[config.mk]
export PLATFORM = sky130hd
export DESIGN_NAME = bitfusion_feeder
export DESIGN_NICKNAME = d
export VERILOG_FILES = /design/src/rtl/bitfusion_feeder.sv
export SDC_FILE = /design/constraint.sdc
export NUM_CORES = 1
export LEC_CHECK = 0
export ABC_AREA = 1
export CELL_PAD_IN_SITES_DETAIL_PLACEMENT = 2
export CELL_PAD_IN_SITES_GLOBAL_PLACEMENT = 2
export CORE_ASPECT_RATIO = 1.1
export CORE_MARGIN = 3
export CORE_UTILIZATION = 30
export DETAILED_ROUTE_END_ITERATION = 8
export GPL_ROUTABILITY_DRIVEN = 0
export PLACE_DENSITY_LB_ADDON = 0.1
export SYNTH_ARGS = -nofsm -noshare
export SYNTH_HDL_FRONTEND = slang
export SYNTH_SLANG_ARGS = --single-unit
[constraint.sdc]
create_clock -name clk -period 2.9 [get_ports clk]
set_input_delay 0.58 -clock clk [delete_from_list [all_inputs] [get_ports clk]]
set_output_delay 0.58 -clock clk [all_outputs]
set_load 0.005 [all_outputs]
[src/rtl/bitfusion_feeder.sv]
// Input-side sequencer for the BitFusion systolic array: accepts activation
// vectors, skews them diagonally across rows, and pulses per-column acc_clear.
module bitfusion_feeder #(
  parameter int ARRAY_SIZE = 4,
  parameter int DATA_W     = 32,
  parameter int LEN_W      = 8
) (
  input  logic                         clk,
  input  logic                         RST,
  input  logic                         start,
  input  logic [LEN_W-1:0]             tile_len,
  input  logic                         in_valid,
  output logic                         in_ready,
  input  logic [ARRAY_SIZE*DATA_W-1:0] in_data,
  output logic [ARRAY_SIZE*DATA_W-1:0] IBUF,
  output logic [ARRAY_SIZE-1:0]        input_rd_en,
  output logic [ARRAY_SIZE-1:0]        acc_clear,
  output logic                         busy,
  output logic                         done
);

  typedef enum logic [1:0] {
    S_IDLE,
    S_FEED,
    S_DRAIN,
    S_DONE
  } state_t;

  localparam int                    DRAIN_W    = $clog2(ARRAY_SIZE + 1);
  localparam logic [DRAIN_W-1:0]    DRAIN_LAST = DRAIN_W'(ARRAY_SIZE - 1);
  localparam logic [DRAIN_W-1:0]    DRAIN_ONE  = DRAIN_W'(1);
  localparam logic [LEN_W-1:0]      LEN_ONE    = LEN_W'(1);
  localparam logic [ARRAY_SIZE-1:0] CLR_FIRST  = ARRAY_SIZE'(1);

  state_t                    state_q, state_d;
  logic [LEN_W-1:0]          len_q;
  logic [LEN_W-1:0]          beat_cnt;
  logic [DRAIN_W-1:0]        drain_cnt;
  logic [ARRAY_SIZE-1:0]     clr_sr;

  logic start_ok;
  logic accept;
  logic last_beat;

  // A zero-length tile is treated as no request at all.
  assign start_ok  = (state_q == S_IDLE) && start && (tile_len != '0);
  assign in_ready  = (state_q == S_FEED) && (beat_cnt < len_q);
  assign accept    = in_valid && in_ready;
  assign last_beat = accept && (beat_cnt == (len_q - LEN_ONE));

  assign busy      = (state_q != S_IDLE);
  assign done      = (state_q == S_DONE);
  assign acc_clear = clr_sr;

  always_comb begin
    // NOTE: next-state gets a default before the case so no path leaves it unassigned (no latch).
    state_d = state_q;
    case (state_q)
      S_IDLE:  if (start_ok) state_d = S_FEED;
      S_FEED:  if (last_beat) state_d = S_DRAIN;
      S_DRAIN: if (drain_cnt == DRAIN_LAST) state_d = S_DONE;
      S_DONE:  state_d = S_IDLE;
      default: state_d = S_IDLE;
    endcase
  end

  always_ff @(posedge clk) begin
    // NOTE: sequential state uses non-blocking assignments so every register samples pre-edge values.
    if (RST) begin
      state_q   <= S_IDLE;
      len_q     <= '0;
      beat_cnt  <= '0;
      drain_cnt <= '0;
      clr_sr    <= '0;
    end else begin
      state_q <= state_d;

      if (start_ok) begin
        len_q    <= tile_len;
        beat_cnt <= '0;
      end else if (accept) begin
        beat_cnt <= beat_cnt + LEN_ONE;
      end

      drain_cnt <= (state_q == S_DRAIN) ? drain_cnt + DRAIN_ONE : '0;

      // One-hot walker: column k clears k cycles after the first, independent of beats.
      clr_sr <= start_ok ? CLR_FIRST : (clr_sr << 1);
    end
  end

  for (genvar r = 0; r < ARRAY_SIZE; r++) begin : g_row
    logic              tail_v;
    logic [DATA_W-1:0] tail_d;
    logic              rd_q;
    logic [DATA_W-1:0] ibuf_q;

    if (r == 0) begin : g_direct
      assign tail_v = accept;
      assign tail_d = in_data[0 +: DATA_W];
    end else begin : g_chain
      logic [r-1:0]      v_sr;
      logic [DATA_W-1:0] d_sr [r];

      always_ff @(posedge clk) begin
        // NOTE: the skew data stages are reset too, so an aborted tile leaves nothing stale in flight.
        if (RST) begin
          v_sr <= '0;
          for (int j = 0; j < r; j++) d_sr[j] <= '0;
        end else begin
          v_sr[0] <= accept;
          d_sr[0] <= in_data[r*DATA_W +: DATA_W];
          for (int j = 1; j < r; j++) begin
            v_sr[j] <= v_sr[j-1];
            d_sr[j] <= d_sr[j-1];
          end
        end
      end

      assign tail_v = v_sr[r-1];
      assign tail_d = d_sr[r-1];
    end

    // Output stage: IBUF holds its last value across bubbles.
    always_ff @(posedge clk) begin
      if (RST) begin
        rd_q   <= 1'b0;
        ibuf_q <= '0;
      end else begin
        rd_q <= tail_v;
        if (tail_v) ibuf_q <= tail_d;
      end
    end

    assign input_rd_en[r]               = rd_q;
    assign IBUF[r*DATA_W +: DATA_W]     = ibuf_q;
  end

endmodule

======== Word-level counts from Yosys, hierarchy flattened ========
Memories as Yosys holds them, arrays and structs flattened. A register that Yosys moved wholly into a read port is not among the register bits.
Cells that the tools add are included.
word-level totals
  logic and storage cells ................. 61
  bits in writable memories ............... 192
  register bits after elaboration ......... 66
  input bits .............................. 140
  memories ................................ 3
  output and inout bits ................... 139
memory list
  memory                 words  width  read ports  clocked after memory_dff  wr ports  line  RTL
  g_row[3].g_chain.d_sr  3      32     3           1                         3         103   logic [DATA_W-1:0] d_sr [r];
  g_row[2].g_chain.d_sr  2      32     2           1                         2         103
  g_row[1].g_chain.d_sr  1      32     1           1                         1         103
cells by class
  mux-type cells .......................... 15
  add/sub/neg operators ................... 3
  reduce and logical (&&, ||, !) cells .... 12
  magnitude comparators ................... 1
  bitwise gates (word level) .............. 6
  equal/unequal tests ..................... 8
operators by type and width
  operator                                              count
  2-to-1 mux 32 bit                                     6
  OR reduction 32 bit                                   1
  adder 8 x 1 -> 8 bit (second input constant)          1
  equality test 8 bit                                   1
  < comparator 8 bit                                    1
  one-hot mux 2 bit (4 select lines)                    1
  nonzero test 8 bit                                    1
  subtractor 8 x 1 -> 8 bit (second input constant)     1
  2-to-1 mux 2 bit                                      3
  != test 2 bit (second input constant)                 3
  logical AND 1 bit                                     5
  2-to-1 mux 1 bit                                      5
  OR 1 bit                                              5
  equality test 2 bit (second input constant)           2
  OR reduction 2 bit                                    2
  adder 3 x 1 -> 3 bit (second input constant)          1
  equality test 3 x 2 -> 1 bit (second input constant)  1
  AND reduction 3 bit                                   1
  equality test 2 x 1 -> 1 bit (second input constant)  1
  zero test 2 bit                                       1
  nonzero test 2 bit                                    1
  inverter 1 bit                                        1

======== Longest topological paths before layout ========
  word-level depth ........................ 6
  gate-level depth with buffers ........... 15
  gate-level depth less buffers ........... 15

======== Worst setup path after synthesis ========
OpenSTA, ideal clock, no wires.
  path type ............................... register -> output
  start point ............................. register len_q[3]
  end point ............................... output in_ready
  cell stages (with the launch flop) ...... 9
  required time ........................... 2320 ps
  slack ................................... 1125 ps
  arrival time ............................ 1195 ps
  buffers on the path ..................... 0
  cells stage by stage .................... dfxtp_1 > inv_1 > ha_1 > nand2_1 > o21bai_1 > nand2_1 > nand2_1 > nand2_1 > inv_1
between the ends
  cells in the longest elaborated chain, start to end .. 2
RTL lines
  what                    line  RTL
  from (decl)             36    logic [LEN_W-1:0] len_q;
  from (signal assigned)  79    len_q <= tile_len;
  < comparator 8 bit      47    assign in_ready = (state_q == S_FEED) && (beat_cnt < len_q);
  logical AND 1 bit       47
  to (decl)               13    output logic in_ready,
No other way between the ends.

======== Worst setup path in the final report ========
Ends and elaborated chain as after synthesis.

==> impl_metrics.json <==
{
  "status": "finished clean",
  "diodes": 0,
  "ys_seq_area_share_pct": 61.2,
  "synth-xor-area-share_pct": 0.307,
  "synth_area_leaders": "dfxtp_1 61%, nor2_1 14%, inv_1 7.8%",
  "synth_ff_type": "dfxtp_1",
  "grt.total_usage_pct": 16.6,
  "placed_cells": 2107,
  "power.density_nw_per_um2": 733,
  "core_area_um2": 37300,
  "endpoint_kind": "output port",
  "syn_area_per_cell_um2": 8.21,
  "postSynthNetCount": 1547,
  "slew-limit-headroom_pct": 56.1,
  "drc": 0,
  "firstDrtPassIters": 4,
  "path_clk_slew_ns": 0.06,
  "maxCapViolations": 0,
  "wl_per_cell_um": 15.5,
  "critPathMaxFanout": 5,
  "place_hpwl_um": 22800,
  "finalCriticalPeriod_ns": 2.51,
  "drtIter0Drc": 266,
  "final_cell_count_no_fill": 2175,
  "synthToLayoutAreaGrowth_pct": 39.7,
  "p_leak_nw": 7.13,
  "grt_max_degree": 129,
  "synth_compound_area_share_pct": 6.91,
  "die_w_um": 192,
  "htreeDepth": 2,
  "fin_nets": 1812,
  "worstPathArrival_ns": 1.93,
  "synth_edf_count": 0,
  "cts_buffer_depth": 3,
  "crit_top_cell": "nand2_1",
  "synth_top_family_by_area": "simple AND/OR/NAND/NOR gates",
  "routed_wl_um": 33700,
  "finClkSkew_ns": 0.0213,
  "report.final.slew_viol_count": 0,
  "hp-class": "in2reg",
  "synth_top_cell_area_share_pct": 61.2,
  "hold_violations": 0,
  "grt_overflow": 0,
  "vias_per_cell": 4.37,
  "io_buffers": 278,
  "worstMarginPinSlew_ns": 0.657,
  "drive_above_1_share_pct": 5.77,
  "critPathMaxStageDelay_ns": 0.38,
  "yosys.area.top_type": "dfxtp_1",
  "antenna_left": 0,
  "vias": 9500,
  "ios": 279,
  "worstSetupPathType": "reg2out",
  "synthSimpleGateAreaFrac_pct": 19.2,
  "fillCellCount": 4126,
  "synth_mux_area_share_pct": 0,
  "synth_area_um2": 11400,
  "numCtsBuffers": 39,
  "tns_ns": 0,
  "fin_crit_sh_pct": 86.5,
  "slowest_stage": "dfxtp_2",
  "max_freq_mhz": 399,
  "antenna_found_initial": 6,
  "cts_root_buf": "clkbuf_16",
  "cts.sinks": 349,
  "ys_warn_count": 0,
  "die_h_um": 211,
  "synth.most_common_cell": "nor2_1",
  "cts_tree": "yes",
  "max-vdd-ir-drop_mv": 0.421,
  "synth_cells": 1390,
  "crit_chain": "inv_2, ha_1, nand2_1, o21bai_1, nand2_1, nand2_2, nand2_1, inv_1, dlymetal6s2s_1",
  "die-area_um2": 40400,
  "async_flop_share_pct": 0,
  "start_kind": "flop",
  "synthAdderAreaFrac_pct": 1.86,
  "required_ns": 2.32,
  "synth.distinct_cells": 32,
  "clk_latency_ns": 0.53,
  "setup_violations": 0,
  "grt_first_pass_wirelength_um": 53400,
  "synth_common_cells": "411 x nor2_1, 349 x dfxtp_1, 237 x inv_1",
  "rows": 74,
  "start_util_pct": 30.6,
  "first_global_vias": 10100,
  "ys_seq_elements": 349,
  "rsz0062_at_grt": "no"
}
per-layer routing:
metal / routed length (um) / up-vias / part of all wire, % / global-route usage (%)
li1: - / 4645 / - / -
met1: 13300 / 4618 / 40 / 18.6
met2: 17700 / 174 / 52 / 30.8
met3: 2140 / 51 / 6.3 / 5.09
met4: 518 / 12 / 1.5 / 3.67
met5: 65 / - / 0.19 / 0
cells in the final DEF, fill, tap and decap left out, types with 2 or more instances in the layout:
master           netlist  final
nor2_4                 2      2
nor3_1                 2      2
nor2_1               411    411
o21ai_1                2      2
a21oi_1               42     42
xor2_1                 2      2
buf_12                 0      4
ha_1                  17     16
clkbuf_16              0     40
inv_1                237    235
clkinv_2               1      6
xnor2_1                2      2
clkbuf_8               0     12
nand3_1               20     20
o22ai_1                6      6
dfxtp_1              349    342
clkdlybuf4s50_1        0    276
nand2_2                3      5
nand2_1              113    111
nand4_1                2      2
o21ai_0              100    100
dfxtp_2                0      7
buf_4                  7      9
clkbuf_1              56      9
inv_2                  1      2
nor2_2                 2      2
worst paths after layout:
check / startpoint / end / slack (ns) / cells after the start
worst min register to register: g_row[3].g_chain.d_sr[0][23]$_SDFF_PP0_ / g_row[3].g_chain.d_sr[1][23]$_SDFF_PP0_ / 0.39 / 2
worst max-delay path: len_q[3]$_SDFFE_PP0P_ / in_ready / 0.39 / 9
worst max register to register: len_q[6]$_SDFFE_PP0P_ / beat_cnt[6]$_SDFFE_PP0P_ / 0.62 / 12
worst min-delay path: RST / acc_clear[0]$_SDFF_PP0_ / 0.36 / 2
logic make-up after synthesis:
| family | count (synthesis) |
|---|---|
| xor+xnor | 4 |
| buf+inv | 306 |
| simple gates | 560 |
| compound gates | 154 |
| flops | 349 |
| fa+ha+maj | 17 |
what timing repair did:
action,CTS,global route
setup endpoints to repair,1,1
pin swaps,1,1
setup buffers,1,0
hold buffers,0,0
resized for setup,7,5
critical path: cells and delay by family, from the launching register on:
family | cells | cell delay (ns)
flops | 1 | 0.38
simple gates | 4 | 0.30
fa+ha+maj | 1 | 0.30
buf+inv | 3 | 0.26
compound gates | 1 | 0.15
layout make-up:
cell class	instances	area (um^2)	share of cell area (%)
sequential	349	7000	43.9
multi-input combinational	735	3250	20.4
timing repair buffer	291	2940	18.4
clock buffer	60	1190	7.44
inverter	239	900	5.64
tap	494	618	3.88
clock inverter	7	56.3	0.353
power by group:
part	internal [mW]	total, mW	switching, mW
Combinational	0.779	1.65	0.875
Sequential	5.11	5.27	0.158
Clock	2.82	4.76	1.95
per-stage QoR:
step           worst slack (ns)  util, %  cell area, um^2  power (mW)  hold slack, ns
2_1_floorplan              1.13        -            11400        6.17           0.388
3_3_place_gp              0.485     39.3            14700        6.98           0.390
3_5_place_dp              0.409     39.3            14700        7.04           0.397
4_1_cts                 0.00680     42.7            15900        11.9           0.341
5_1_grt                   0.261     42.7            15900        12.4           0.358
6_report                  0.392     42.7            15900        11.7           0.363
registers in the layout (all words and copies together), names as in the netlist:
name and flops:
g_row.g_chain.v_sr 2, beat_cnt 8, g_row.ibuf_q 128, g_row.rd_q 2, len_q 8, g_row.g_chain.d_sr 192, drain_cnt 3, acc_clear 4
state_q 2
Note: power is estimated with default switching activity, not from simulation.
